[config.mk]
export PLATFORM = sky130hd
export DESIGN_NAME = clk_enable_gen
export DESIGN_NICKNAME = d
export VERILOG_FILES = /design/src/rtl/clk_enable_gen.sv
export SDC_FILE = /design/constraint.sdc
export NUM_CORES = 1
export LEC_CHECK = 0
export BUFFER_PORTS_ARGS = -buffer_cell sky130_fd_sc_hd__buf_4
export CORE_UTILIZATION = 55
export DETAILED_ROUTE_END_ITERATION = 10
export PLACE_DENSITY = 0.82
export SLEW_MARGIN = 20
export SYNTH_ARGS = -nofsm -noshare
export SYNTH_HDL_FRONTEND = slang
export SYNTH_SLANG_ARGS = --single-unit
[constraint.sdc]
create_clock -name clk -period 2.4 [get_ports clk]
set_input_delay 0.48 -clock clk [delete_from_list [all_inputs] [get_ports clk]]
set_output_delay 0.48 -clock clk [all_outputs]
set_load 0.02 [all_outputs]
[src/rtl/clk_enable_gen.sv]
// Multi-channel clock-enable generator gated by debounced PLL lock; optional CLKEN_PHASE_STEP_EN adds per-channel phase stepping.
// Latency: pll_locked rise to ready LOCK_WAIT+3 cycles; all outputs registered, no input-to-output combinational path.
// Backpressure: single pending divisor slot; cfg_ready stays low from acceptance until the update is applied or discarded.
module clk_enable_gen #(
    parameter int CHANNELS    = 3,
    parameter int DIV_W       = 8,
    parameter int DEFAULT_DIV = 5,
    parameter int LOCK_WAIT   = 1024,
    localparam int CH_W       = (CHANNELS > 1) ? $clog2(CHANNELS) : 1
) (
    input  logic                clk,
    input  logic                reset_n,
    input  logic                pll_locked,
    input  logic                cfg_valid,
    output logic                cfg_ready,
    input  logic [CH_W-1:0]     cfg_channel,
    input  logic [DIV_W-1:0]    cfg_div,
`ifdef CLKEN_PHASE_STEP_EN
    input  logic                phase_step,
    input  logic [CH_W-1:0]     phase_channel,
`endif
    output logic                ready,
    output logic [CHANNELS-1:0] ce
);

    localparam int SET_W = $clog2(LOCK_WAIT);
    localparam logic [DIV_W-1:0] RST_DIV = (DEFAULT_DIV < 1) ? DIV_W'(1) : DIV_W'(DEFAULT_DIV);

    typedef enum logic [1:0] {
        WAIT_LOCK = 2'd0,
        SETTLE    = 2'd1,
        RUN       = 2'd2
    } state_t;

    state_t             state_q, state_nxt;
    logic [SET_W-1:0]   settle_q, settle_nxt;
    logic               lock_m, lock_s;

    logic [DIV_W-1:0]   cnt_q   [CHANNELS];
    logic [DIV_W-1:0]   cnt_nxt [CHANNELS];
    logic [DIV_W-1:0]   div_q   [CHANNELS];
    logic [DIV_W-1:0]   div_nxt [CHANNELS];
    logic [CHANNELS-1:0] wrap, apply, ce_nxt, hold_q, hold_nxt;

    logic               pend_vld_q, pend_vld_nxt, pend_done, pend_inr;
    logic [CH_W-1:0]    pend_ch_q;
    logic [DIV_W-1:0]   pend_div_q;
    logic               accept;
    logic               run_now, run_nxt, run_stay;

    // Two-flop synchroniser for the asynchronous PLL lock.
    always_ff @(posedge clk or negedge reset_n) begin
        if (!reset_n) begin
            lock_m <= 1'b0;
            lock_s <= 1'b0;
        end else begin
            lock_m <= pll_locked;
            lock_s <= lock_m;
        end
    end

    always_ff @(posedge clk or negedge reset_n) begin
        if (!reset_n) begin
            state_q  <= WAIT_LOCK;
            settle_q <= '0;
        end else begin
            state_q  <= state_nxt;
            settle_q <= settle_nxt;
        end
    end

    always_comb begin
        state_nxt  = state_q;
        settle_nxt = '0;
        case (state_q)
            WAIT_LOCK: begin
                if (lock_s) state_nxt = SETTLE;
            end
            SETTLE: begin
                if (!lock_s) begin
                    state_nxt = WAIT_LOCK;
                end else if (settle_q == SET_W'(LOCK_WAIT - 1)) begin
                    state_nxt = RUN;
                end else begin
                    settle_nxt = settle_q + 1'b1;
                end
            end
            RUN: begin
                if (!lock_s) state_nxt = WAIT_LOCK;
            end
            default: state_nxt = WAIT_LOCK;
        endcase
    end

    assign run_now  = (state_q == RUN);
    assign run_nxt  = (state_nxt == RUN);
    assign run_stay = run_now && run_nxt;

`ifdef CLKEN_PHASE_STEP_EN
    // A step captured now freezes the selected counter for the whole next cycle.
    always_comb begin
        hold_nxt = '0;
        for (int i = 0; i < CHANNELS; i++) begin
            hold_nxt[i] = run_stay && phase_step && (phase_channel == CH_W'(i));
        end
    end

    always_ff @(posedge clk or negedge reset_n) begin
        if (!reset_n) hold_q <= '0;
        else          hold_q <= hold_nxt;
    end
`else
    assign hold_nxt = '0;
    assign hold_q   = '0;
`endif

    assign accept = cfg_valid && !pend_vld_q;

    always_comb begin
        pend_inr = (int'(pend_ch_q) < CHANNELS);
        for (int i = 0; i < CHANNELS; i++) begin
            wrap[i]    = (cnt_q[i] == div_q[i] - 1'b1);
            cnt_nxt[i] = '0;
            div_nxt[i] = div_q[i];
            if (run_stay) begin
                if (hold_q[i]) begin
                    cnt_nxt[i] = cnt_q[i];
                end else if (!wrap[i]) begin
                    cnt_nxt[i] = cnt_q[i] + 1'b1;
                end
            end
            // Outside a stable RUN there is no period to protect, so apply at once.
            apply[i] = pend_vld_q && (pend_ch_q == CH_W'(i)) &&
                       (!run_stay || (wrap[i] && !hold_q[i]));
            if (apply[i]) div_nxt[i] = pend_div_q;
            ce_nxt[i] = run_nxt && (cnt_nxt[i] == '0) && !hold_nxt[i];
        end
        pend_done = pend_vld_q && (!pend_inr || (|apply));
        pend_vld_nxt = pend_vld_q;
        if (accept)         pend_vld_nxt = 1'b1;
        else if (pend_done) pend_vld_nxt = 1'b0;
    end

    always_ff @(posedge clk or negedge reset_n) begin
        if (!reset_n) begin
            for (int i = 0; i < CHANNELS; i++) begin
                cnt_q[i] <= '0;
                div_q[i] <= RST_DIV;
            end
            pend_vld_q <= 1'b0;
            pend_ch_q  <= '0;
            pend_div_q <= RST_DIV;
            cfg_ready  <= 1'b1;
            ready      <= 1'b0;
            ce         <= '0;
        end else begin
            for (int i = 0; i < CHANNELS; i++) begin
                cnt_q[i] <= cnt_nxt[i];
                div_q[i] <= div_nxt[i];
            end
            pend_vld_q <= pend_vld_nxt;
            if (accept) begin
                pend_ch_q  <= cfg_channel;
                pend_div_q <= (cfg_div == '0) ? DIV_W'(1) : cfg_div;
            end
            cfg_ready <= !pend_vld_nxt;
            ready     <= run_nxt;
            ce        <= ce_nxt;
        end
    end

endmodule

# Yosys cells after proc, flatten, opt, wreduce, memory -nomap -nowiden

Cells that the tools add are included.

Input bits: 14
Bits in registers: 78
Word-level logic and storage cells: 77

Equal/unequal tests: 9
$add $sub $neg: 7
Reduce and logical (&&, ||, !) cells: 27
Magnitude comparators: 1
Muxes and demuxes: 17

Operators by type and width:

| kind                                                                  | number |
|---|---|
| 8-bit two-way mux                                                     | 7 |
| 8-bit zero test                                                       | 4 |
| 10-bit two-way mux                                                    | 3 |
| 8-bit by 1-bit adder with 8-bit output, second input constant         | 3 |
| 8-bit equality test                                                   | 3 |
| 8-bit by 1-bit subtractor with 8-bit output, second input constant    | 3 |
| 1-bit logical AND                                                     | 12 |
| 10-bit by 1-bit adder with 10-bit output, second input constant       | 1 |
| 10-bit equality test, second input constant                           | 1 |
| 2-bit two-way mux                                                     | 4 |
| 2-bit equality test, second input constant                            | 3 |
| 2-bit one-hot mux with 3 select lines                                 | 1 |
| 2-bit by 1-bit equality test with 1-bit output, second input constant | 2 |
| 1-bit zero test                                                       | 4 |
| 2-bit zero test                                                       | 2 |
| 1-bit logical OR                                                      | 4 |
| 3-bit OR reduction                                                    | 1 |
| 2-bit less-than comparator, second input constant                     | 1 |
| 1-bit two-way mux                                                     | 2 |

# Logic depth before layout (Yosys ltp)

Gate-level depths: netlist (run 1).

Depth after elaboration: 15
Gate-level depth with buffers: 9

# Worst setup path after synthesis (run 1)

OpenSTA, ideal clock, no wires.

Path type: register to register
From: reg div_q[0] (netlist name)
To: reg div_q[3] (netlist name)
Buffers on the path: 1
Setup slack: -0.224 ns
Stages on the path, launching flop included: 10
Arrival time: 2.499 ns
Clock period less this slack: 2.624 ns
Cells stage by stage: dfstp_2 > inv_1 > ha_1 > o21bai_1 > a2111oi_0 > a311oi_1 > a311oi_1 > and2_1 > buf_2 > mux2_2

Cells in the longest elaborated chain, start to end: 4

Ends and longest elaborated chain:

| what                                        | line | RTL |
|---|---|---|
| from (decl)                                 | 41   | `logic [DIV_W-1:0] div_q [CHANNELS];` |
| from (signal, indexed assignment)           | 159  | `div_q[i] <= div_nxt[i];` |
| 8-bit by 1-bit subtractor with 8-bit output | 122  | `wrap[i] = (cnt_q[i] == div_q[i] - 1'b1);` |
| 8-bit equality test                         | 122  |  |
| 1-bit logical OR                            | 134  | `(!run_stay \|\| (wrap[i] && !hold_q[i]));` |
| 1-bit logical AND                           | 133  | `apply[i] = pend_vld_q && (pend_ch_q == CH_W'(i)) &&` |

No other way between the ends.
A chain may end at the register's enable or synchronous reset.

# Worst setup path after layout (run 1)

From: reg div_q[3] (netlist name)
To: reg div_q[5] (netlist name)

The elaborated chain is that of the path after synthesis.

==> results by stage, run 1 <==
Detailed routing:
- The post-detailed-route wirelength per cell is 18.6 µm.
- For this run, design rule violations remaining after detail routing come to 0.
- After the first detailed-routing iteration, the DRC count stood at 201.
- After detailed routing, the number of vias per cell comes to 5.98.
- The total number of vias is 3424.
- In this run the remaining antenna-violating nets after routing total 0.
- The total routed wirelength is 10600 µm.
- The first detailed-routing pass took 5 iterations.

Clocking:
- The sink count of the clock tree is 78.
- The deepest clock path buffer count is 2.
- After clock tree synthesis, the clock-pin slew on the worst setup and hold paths is 90 ps.
- Clock tree synthesis selected as its root buffer the cell sky130_fd_sc_hd__clkbuf_8.
- The later-pin clock latency in the skew report is 370 ps.
- The H-tree was split into 3 levels.
- The number of clock buffers inserted by TritonCTS is 9.
- The clock tree from TritonCTS is built.

Yosys:
- The number of enable-type register cells in the synthesized netlist is 0.
- The number of warning messages in the yosys log is 0.
- The sequential element share of the synthesized area is 47.8%.
- A synthesized cell averages 10.0 µm².
- After synthesis, the share of flip-flops with an asynchronous set or reset is 100%.
- The number of nets in the synthesized netlist is 430.
- The synthesized design contains 78 register bits.
- Synthesis produced 409 cells.
- In this run the cell area of the synthesized design comes to 4100 µm².
- The prevailing post-synth register cell is sky130_fd_sc_hd__dfrtp_1.
- The number of different library cells in the post-synthesis netlist is 49.

STA:
- The final count of negative-setup-slack endpoints is 22.
- The setup total negative slack is -2370 ps.
- The share of the clock period used by the worst path after layout is 108%.
- Setup repair after global routing could not meet its margin everywhere.
- The largest clock skew in the final design is 13.3 ps.
- The timing-limited maximum frequency is 0.386 GHz.
- The minimum clock period after layout is 2590 ps.
- The worst-case setup margin in the final layout is -192 ps.
- The number of slew-limit violations in the final report is 0.
- The worst pin sits at a relative slew slack of 62.1%.
- The hold violation count in the final report was 0.
- For the pin with the worst max-slew slack, the measured transition is 568 ps.
- The tightest hold margin is 82.0 ps.

Pwr:
- The fraction of power consumed by sequential logic is 37.1%.
- Per report_power, the clock group accounts for 17.5% of the total.
- The net switching share of the total power is 38.2%.
- The total internal power is 0.00343 W.
- The switching component of the power is 0.00212 W.
- Across the VDD grid, the largest voltage drop is 793 µV.
- The power density normalized to cell area is 1080 nW/µm².
- Combinational logic burns 45.4% of the power.
- In this run the static leakage power is 2.25 nW.

Placement:
- The quantity of I/O buffers inserted on ports is 18.
- The placed instances occupy a cell area of 4620 µm².
- OpenSTA, run right after detailed placement, puts the worst setup slack at -167 ps.
- The estimated wirelength of the detail-placed design is 6450 µm.
- At the end of routability-driven placement, the weighted congestion stood at 0.864.

Floorplan:
- The placeable core region is 7210 µm².
- The die is 88.4 µm tall.
- In this run the count of I/O pins placed on the die edge is 19.
- The number of placement rows is 31.
- From left edge to right edge, the die measures 88.4 µm.
- The area of the die is 7810 µm².
- The initial standard-cell utilization of the core is 56.9%.

Final layout:
- The finished cells cover 5140 µm².
- The layout overhead on the synthesized area is 25.2%.
- The net count reported at finish is 490.
- The number of antenna diodes in the final layout is 0.
- The layout cell share with drive strength beyond 1 is 29.7%.

Worst setup path:
- Data on the critical path is required at its endpoint by 2660 ps.
- The launching element type of the critical path is a flop.
- The critical path data arrival time is 2850 ps.
- STA classifies the critical path endpoint as a flop.
- The critical path in this run is classified as reg2reg.
- Of all nets on the critical path, the largest fanout is 5.

Job:
- Max-cap violations in this run came to 0.

Global route:
- The overall routing resource usage is 27.5%.
- The first global-routing pass estimated 16000 µm of wire.
- The initial antenna violation count came to 0.
- The remaining global-route overflow is 0.
- Entering global routing, the biggest net connects 41 pins.
- The number of global-route vias before repair is 3269.

Outcome:
- The final reports fail on setup timing.
- The run finished, with violations left.

Hold path:
- The class of the most critical hold timing path is in2async.
[placed cells by master (no fill, tap or decap), types with 4 or more instances in the layout]
master                     count
sky130_fd_sc_hd__and4_1        6
sky130_fd_sc_hd__a21oi_1       4
sky130_fd_sc_hd__nand2b_1      5
sky130_fd_sc_hd__dfstp_2       9
sky130_fd_sc_hd__mux2_2        4
sky130_fd_sc_hd__nand3_1      18
sky130_fd_sc_hd__ha_1          5
sky130_fd_sc_hd__clkbuf_8     10
sky130_fd_sc_hd__inv_1        13
sky130_fd_sc_hd__nand2_1      44
sky130_fd_sc_hd__buf_4        52
sky130_fd_sc_hd__a31oi_1       4
sky130_fd_sc_hd__nor2b_1       4
sky130_fd_sc_hd__and3_1        8
sky130_fd_sc_hd__xnor2_1      28
sky130_fd_sc_hd__mux2_4       18
sky130_fd_sc_hd__o21ai_0       8
sky130_fd_sc_hd__nor2_1       44
sky130_fd_sc_hd__xor2_1       28
sky130_fd_sc_hd__nor3_1       11
sky130_fd_sc_hd__dfrtp_1      69
[power by group through the flow]
stage / clock, W / sequential, W / combinational [W]
after floorplan: 0 / 0.00195 / 0.00128
after global placement: 0 / 0.00200 / 0.00180
after detailed placement: 0 / 0.00202 / 0.00190
after CTS: 0.000969 / 0.00201 / 0.00226
after global routing: 0.00104 / 0.00208 / 0.00268
final: 0.000971 / 0.00206 / 0.00252
[synthesized netlist by cell type, drive strengths merged, types with 3 or more instances]
library cell	instances	area share, %
dfrtp	69	42
nand2	47	4.3
nor2	44	4.0
xor2	29	6.2
xnor2	28	6.0
mux2	22	6.0
nand3	19	2.3
inv	14	1.3
nor3	11	1.3
clkbuf	10	0.92
o21ai	10	1.2
dfstp	9	5.8
and3	8	1.2
ha	7	2.1
a21oi	6	1.3
and4	6	1.3
nand2b	5	0.76
nor4	5	0.76
a31oi	4	0.61
and2	4	0.61
nor2b	4	0.61
o211ai	4	0.85
nand3b	3	0.55
nand4	3	0.46
o21a	3	0.55
o31a	3	0.64
or3	3	0.46
or3b	3	0.64
or4	3	0.55
[metrics by stage]
step / total power [W] / utilization (%) / instances
floorplan: 0.00323 / - / 409
global placement: 0.00380 / 64.0 / 544
detailed placement: 0.00392 / 64.0 / 544
CTS: 0.00524 / 69.6 / 569
global route: 0.00580 / 71.2 / 573
finish: 0.00555 / 71.2 / 573
[worst max-delay path, cell delays in order (launching register included)]
cell and delay [ps]:
sky130_fd_sc_hd__dfrtp_1 410, sky130_fd_sc_hd__nor4_2 510, sky130_fd_sc_hd__buf_4 230, sky130_fd_sc_hd__and2_1 150
sky130_fd_sc_hd__a311oi_2 120, sky130_fd_sc_hd__a311oi_2 370, sky130_fd_sc_hd__and2_4 250, sky130_fd_sc_hd__buf_12 130
sky130_fd_sc_hd__mux2_4 300
[kinds of logic after synthesis]
kind of cell / Yosys count / share of synthesized area (%)
fa+ha+maj: 8 / 2.38
xor+xnor: 57 / 12.2
flops: 78 / 47.9
buf+inv: 25 / 2.32
simple gates: 174 / 21.0
mux: 22 / 6.04
compound gates: 45 / 8.20
[sequential cells by signal (all words and copies together) (netlist names)]
signal and cells:
ce 3, cfg_ready 1, cnt_q 24, div_q 24, lock_m 1, lock_s 1
pend_ch_q 2, pend_div_q 8, pend_vld_q 1, ready 1, settle_q 10, state_q 2
[what timing repair did]
action | 4_1_cts | 5_1_grt
hold buffers | 0 | 0
endpoints found under the setup margin | 23 | 49
pin swaps | 10 | 6
cloned | 1 | 1
setup buffers | 8 | 4
resized for setup | 24 | 19
[final cells by class]
class	count	area (µm²)
Multi-Input combinational cell	307	2300
Fill cell	498	2080
Timing Repair Buffer	59	512
Inverter	14	52.6
Sequential cell	78	1960
Tap cell	99	124
Clock buffer	10	138
Clock inverter	6	51.3
[final timing paths]
kind                             from          end  slack [ps]  depth (start not counted)
max                          div_q[3]     div_q[5]        -190                          8
min                           reset_n  settle_q[9]          80                          1
max reg2reg                  div_q[3]     div_q[5]        -190                          8
max in group asynchronous     reset_n    div_q[10]        1680                          2
min reg2reg                    lock_m       lock_s         360                          0
min in group clk           pll_locked       lock_m         210                          1
[routing by layer]
layer	part of all wire (%)	GRT usage, %	vias up
met5	0	0	-
met4	4.2	15.0	0
met3	5.2	5.88	41
met2	50	44.2	150
met1	41	35.0	1692
li1	-	-	1541
Note: power is estimated with default switching activity, not from simulation.
==> inputs of run 2 (changes only) <==
ABC_AREA = 1   (was default)
CORE_UTILIZATION = 56   (was 55)
PLACE_DENSITY = 0.83   (was 0.82)
==> run 2 against run 1 <==
Compared with the run above:
- the flow now finishes without violations
- fmax increased by 18%
- die area increased by 4.2%
- sequential power decreased by 4%
- count of clock-buffer cells in the layout unchanged
- flip-flop and latch count unchanged
- via count increased by 2.4%
- cell area decreased by 6.5%
- synthesized area increased by 6.2%
==> results by stage, run 2 <==
Final layout:
- Relative to the synthesized area, the layout overhead comes to 10.3%.
- Leaving out fill and tap cells, the most frequent cells in the layout are sky130_fd_sc_hd__nand2_1 (135), sky130_fd_sc_hd__inv_1 (91), sky130_fd_sc_hd__nor2_1 (69), sky130_fd_sc_hd__dfrtp_1 (69), sky130_fd_sc_hd__nand3_1 (41).
- The layout cell share with drive strength beyond 1 is 15.2% (-15 points).
- The largest registers in the layout are cnt_q: 24 flops, div_q: 24 flops, settle_q: 10 flops.
- Leaving out fill and tap cells, the most frequent cell in the layout is sky130_fd_sc_hd__nand2_1.
- The number of antenna cells inserted is 0 (unchanged).
- The net count reported at finish is 607 (+24%).

STA:
- The number of slew-limit violations in the final report was 0 (unchanged).
- Setup repair after global routing left no endpoint under its margin.
- The headroom to the max-slew limit is 60.1% (-1.9 points).
- The tightest hold margin came to 91.3 ps (+9.25 ps).
- The final count of negative-setup-slack endpoints is 0 (-100%).
- The timing-limited maximum frequency was 0.457 GHz (+18%).
- The slew at the pin closest to its max-slew limit came to 596 ps (+28.6 ps).
- The setup total negative slack is 0 ps (+2370 ps).
- The largest clock skew in the final design was 11.7 ps (-1.60 ps).
- The hold violation count in the final report is 0 (unchanged).
- The minimum clock period after layout was 2190 ps (-404 ps).
- The share of the clock period used by the worst path after layout came to 91.2% (-17 points).

Yosys:
- The synthesized area divided by synthesized cell count is 7.77 µm² (-23%).
- The number of flip-flops and latches in the synthesized netlist is 78 (unchanged).
- The number of warning messages in the yosys log was 0 (unchanged).
- By area the synthesized netlist is led by sky130_fd_sc_hd__dfrtp_1 (40%), sky130_fd_sc_hd__nand2_1 (12%), sky130_fd_sc_hd__inv_1 (7.8%).
- The cell area after synthesis is 4360 µm² (+6.2%).
- The most common cell in the synthesized netlist is sky130_fd_sc_hd__nand2_1.
- The commonest cells after synthesis are sky130_fd_sc_hd__nand2_1 (135), sky130_fd_sc_hd__inv_1 (91), sky130_fd_sc_hd__dfrtp_1 (69), sky130_fd_sc_hd__nor2_1 (69), sky130_fd_sc_hd__nand3_1 (41).
- The number of different library cells in the post-synthesis netlist is 31 (-37%).
- The share of the synthesized area in the top cell type is 39.6% (-2.5 points).
- The number of enable-type register cells in the synthesized netlist was 0 (unchanged).
- The share of flip-flops with an asynchronous set or reset after synthesis is 100% (unchanged).
- Summed over all instances, the cell type with the most area after synthesis is sky130_fd_sc_hd__dfrtp_1.
- The sequential element share of the synthesized area is 45.1% (-2.8 points).
- The prevailing post-synth register cell is sky130_fd_sc_hd__dfrtp_1.
- The net count after synthesis came to 582 (+35%).
- The number of standard cells after synthesis came to 561 (+37%).

Clocking:
- TritonCTS built the clock tree.
- The tree is rooted in a sky130_fd_sc_hd__clkbuf_8.
- The quantity of gates resized following cts was 0 (-100%).
- The sink count of the clock tree was 78 (unchanged).
- The maximum level of the CTS H-tree came to 3 (unchanged).
- The clock-pin slew on the worst setup and hold paths is 90 ps (about the same).
- The post-CTS repair timing setup buffer count is 0 (-8).
- The number of buffers inserted for hold repair after clock tree synthesis was 0 (unchanged).
- The deepest clock path buffer count was 2 (unchanged).
- The later-pin clock latency in the skew report came to 360 ps (about the same).
- The number of clock buffers inserted by TritonCTS is 9 (unchanged).

Detailed routing:
- The number of violations reported at the end of detailed-routing iteration 0 is 141 (-30%).
- The DRC violation count after routing is 0 (unchanged).
- The number of search-and-repair iterations in the first detailed-routing pass is 6 (+1).
- The total number of vias is 3506 (+2.4%).
- The total routed wirelength came to 8540 µm (-20%).
- The number of nets still failing antenna checks after routing was 0 (unchanged).
- The via count normalized by instance count is 5.08 (-15%).
- The post-detailed-route wirelength per cell is 12.4 µm (-33%).

Worst setup path:
- The peak fanout along the critical path is 17 (+12).
- The signal on the critical path passes through inv_2 > ha_1 > inv_1 > nand2_1 > nand2_1 > nand2_1 > nand2_1 > nand4_1 > nor2_1 > nand2_2 > nand2_4 > nand2_4 > nand2_1 > o21ai_0.
- The slack of the worst reg-to-reg path is 210 ps (+400 ps).
- The critical path is of the reg2reg type.
- The largest incremental delay on the critical path came to 580 ps (+70 ps).
- The nature of the critical path endpoint is a flop.
- The critical path data arrival time is 2380 ps (-470 ps).
- The most repeated library cell on the critical path is sky130_fd_sc_hd__nand2_1.
- The worst setup path is launched from a flop.
- The critical path required time is 2590 ps (-70 ps).
- The standard cell with the maximum stage delay on the critical path is sky130_fd_sc_hd__dfstp_2.
- The total buffers and inverters traversed by the critical path came to 2 (unchanged).
- The kind of cell with the highest combined delay along the critical path is simple AND/OR/NAND/NOR gates.

Hold path:
- The path class of the tightest hold or removal check is in2async.

Global route:
- The number of global-route vias before repair is 3375 (+3.2%).
- The remaining global-route overflow came to 0 (unchanged).
- The wire length of the first global-routing pass is 14900 µm (-6.9%).
- The initial antenna violation count is 0 (unchanged).
- The maximum number of pins on one net before global-route repair is 42 (+2.4%).
- The overall routing resource usage is 22.8% (-4.7 points).

Floorplan:
- The number of placement rows is 31 (unchanged).
- The die outline height is 90.2 µm (+2.1%).
- The initial standard-cell utilization of the core came to 59.1% (+2.2 points).
- The number of top-level pins is 19 (unchanged).
- The area of the die is 8140 µm² (+4.2%).
- The die outline width is 90.2 µm (+2.1%).
- The placeable core region was 7370 µm² (+2.2%).

Pwr:
- The leakage component of the power is 2.52 nW (+12%).
- The maximum VDD drop is 796 µV (+0.36%).
- The power density normalized to cell area is 1030 nW/µm² (-5.0%).

Placement:
- The quantity of I/O buffers inserted on ports came to 18 (unchanged).
- The estimated wirelength of the detail-placed design is 6290 µm (-2.6%).
- The placer congestion estimate is 0.916 (+6.1%).

Outcome:
- The flow ran to the end, and the final reports show no timing, DRC or antenna violations.

Job:
- The count of maximum capacitance violations is 0 (unchanged).
## run 2: kinds of logic after synthesis
family | after synthesis | share of synthesized area, %
buffers and inverters | 103 | 9.42
adder cells (fa/ha/maj) | 7 | 2.01
AND/OR/NAND/NOR | 286 | 29.0
XOR/XNOR | 28 | 5.63
AO/OA/AOI/OAI | 59 | 8.90
flip-flops | 78 | 45.1
## run 2: worst register-to-register path, stage by stage, from the launching register on
cell and delay (ps):
sky130_fd_sc_hd__dfstp_2 580, sky130_fd_sc_hd__inv_2 70, sky130_fd_sc_hd__ha_1 240, sky130_fd_sc_hd__inv_1 60
sky130_fd_sc_hd__nand2_1 60, sky130_fd_sc_hd__nand2_1 70, sky130_fd_sc_hd__nand2_1 40, sky130_fd_sc_hd__nand2_1 70
sky130_fd_sc_hd__nand4_1 70, sky130_fd_sc_hd__nor2_1 130, sky130_fd_sc_hd__nand2_2 110, sky130_fd_sc_hd__nand2_4 130
sky130_fd_sc_hd__nand2_4 160, sky130_fd_sc_hd__nand2_1 130, sky130_fd_sc_hd__o21ai_0 100
## run 2: final cells by class
type,count,area (µm²)
flip-flops and latches,78,1960
clock inverters,6,70.1
repair buffers,20,163
well taps,99,124
fillers,623,2570
clock buffers,10,128
inverters,97,364
multi-input cells,380,1990
## run 2: where the power goes
group,switching (W),internal [W],leakage (nW)
logic,0.00127,0.000705,1.42
registers,0.000306,0.00166,1.00
clock network,0.000502,0.000488,0.0895
total,0.00207,0.00286,2.52
## run 2: metal layers
layer	track usage [%]	up-vias	wire length [µm]
met4	9.68	0	145
met3	3.64	15	264
li1	-	1796	-
met5	0	-	0
met1	29.0	1624	3950
met2	38.7	71	4170
## run 2: worst paths after layout
| path | end | depth (start not counted) | start |
|---|---|---|---|
| max | pend_vld_q | 14 | div_q[8] |
| min | settle_q[3] | 1 | reset_n |
| max reg2reg | pend_vld_q | 14 | div_q[8] |
| min reg2reg | lock_s | 0 | lock_m |
| max in group asynchronous | div_q[10] | 2 | reset_n |
| min in group clk | lock_m | 1 | pll_locked |
## run 2: through the flow
| step | utilization (%) | cells | cell area (µm²) | setup slack (ps) | total power (W) |
|---|---|---|---|---|---|
| floorplan | - | 561 | 4360 | 438 | 0.00350 |
| global placement | 62.4 | 674 | 4600 | 313 | 0.00382 |
| detailed placement | 62.4 | 674 | 4600 | 230 | 0.00392 |
| CTS | 65.1 | 690 | 4790 | 197 | 0.00493 |
| global route | 65.2 | 690 | 4800 | 12.4 | 0.00533 |
| finish | 65.2 | 690 | 4800 | 211 | 0.00493 |
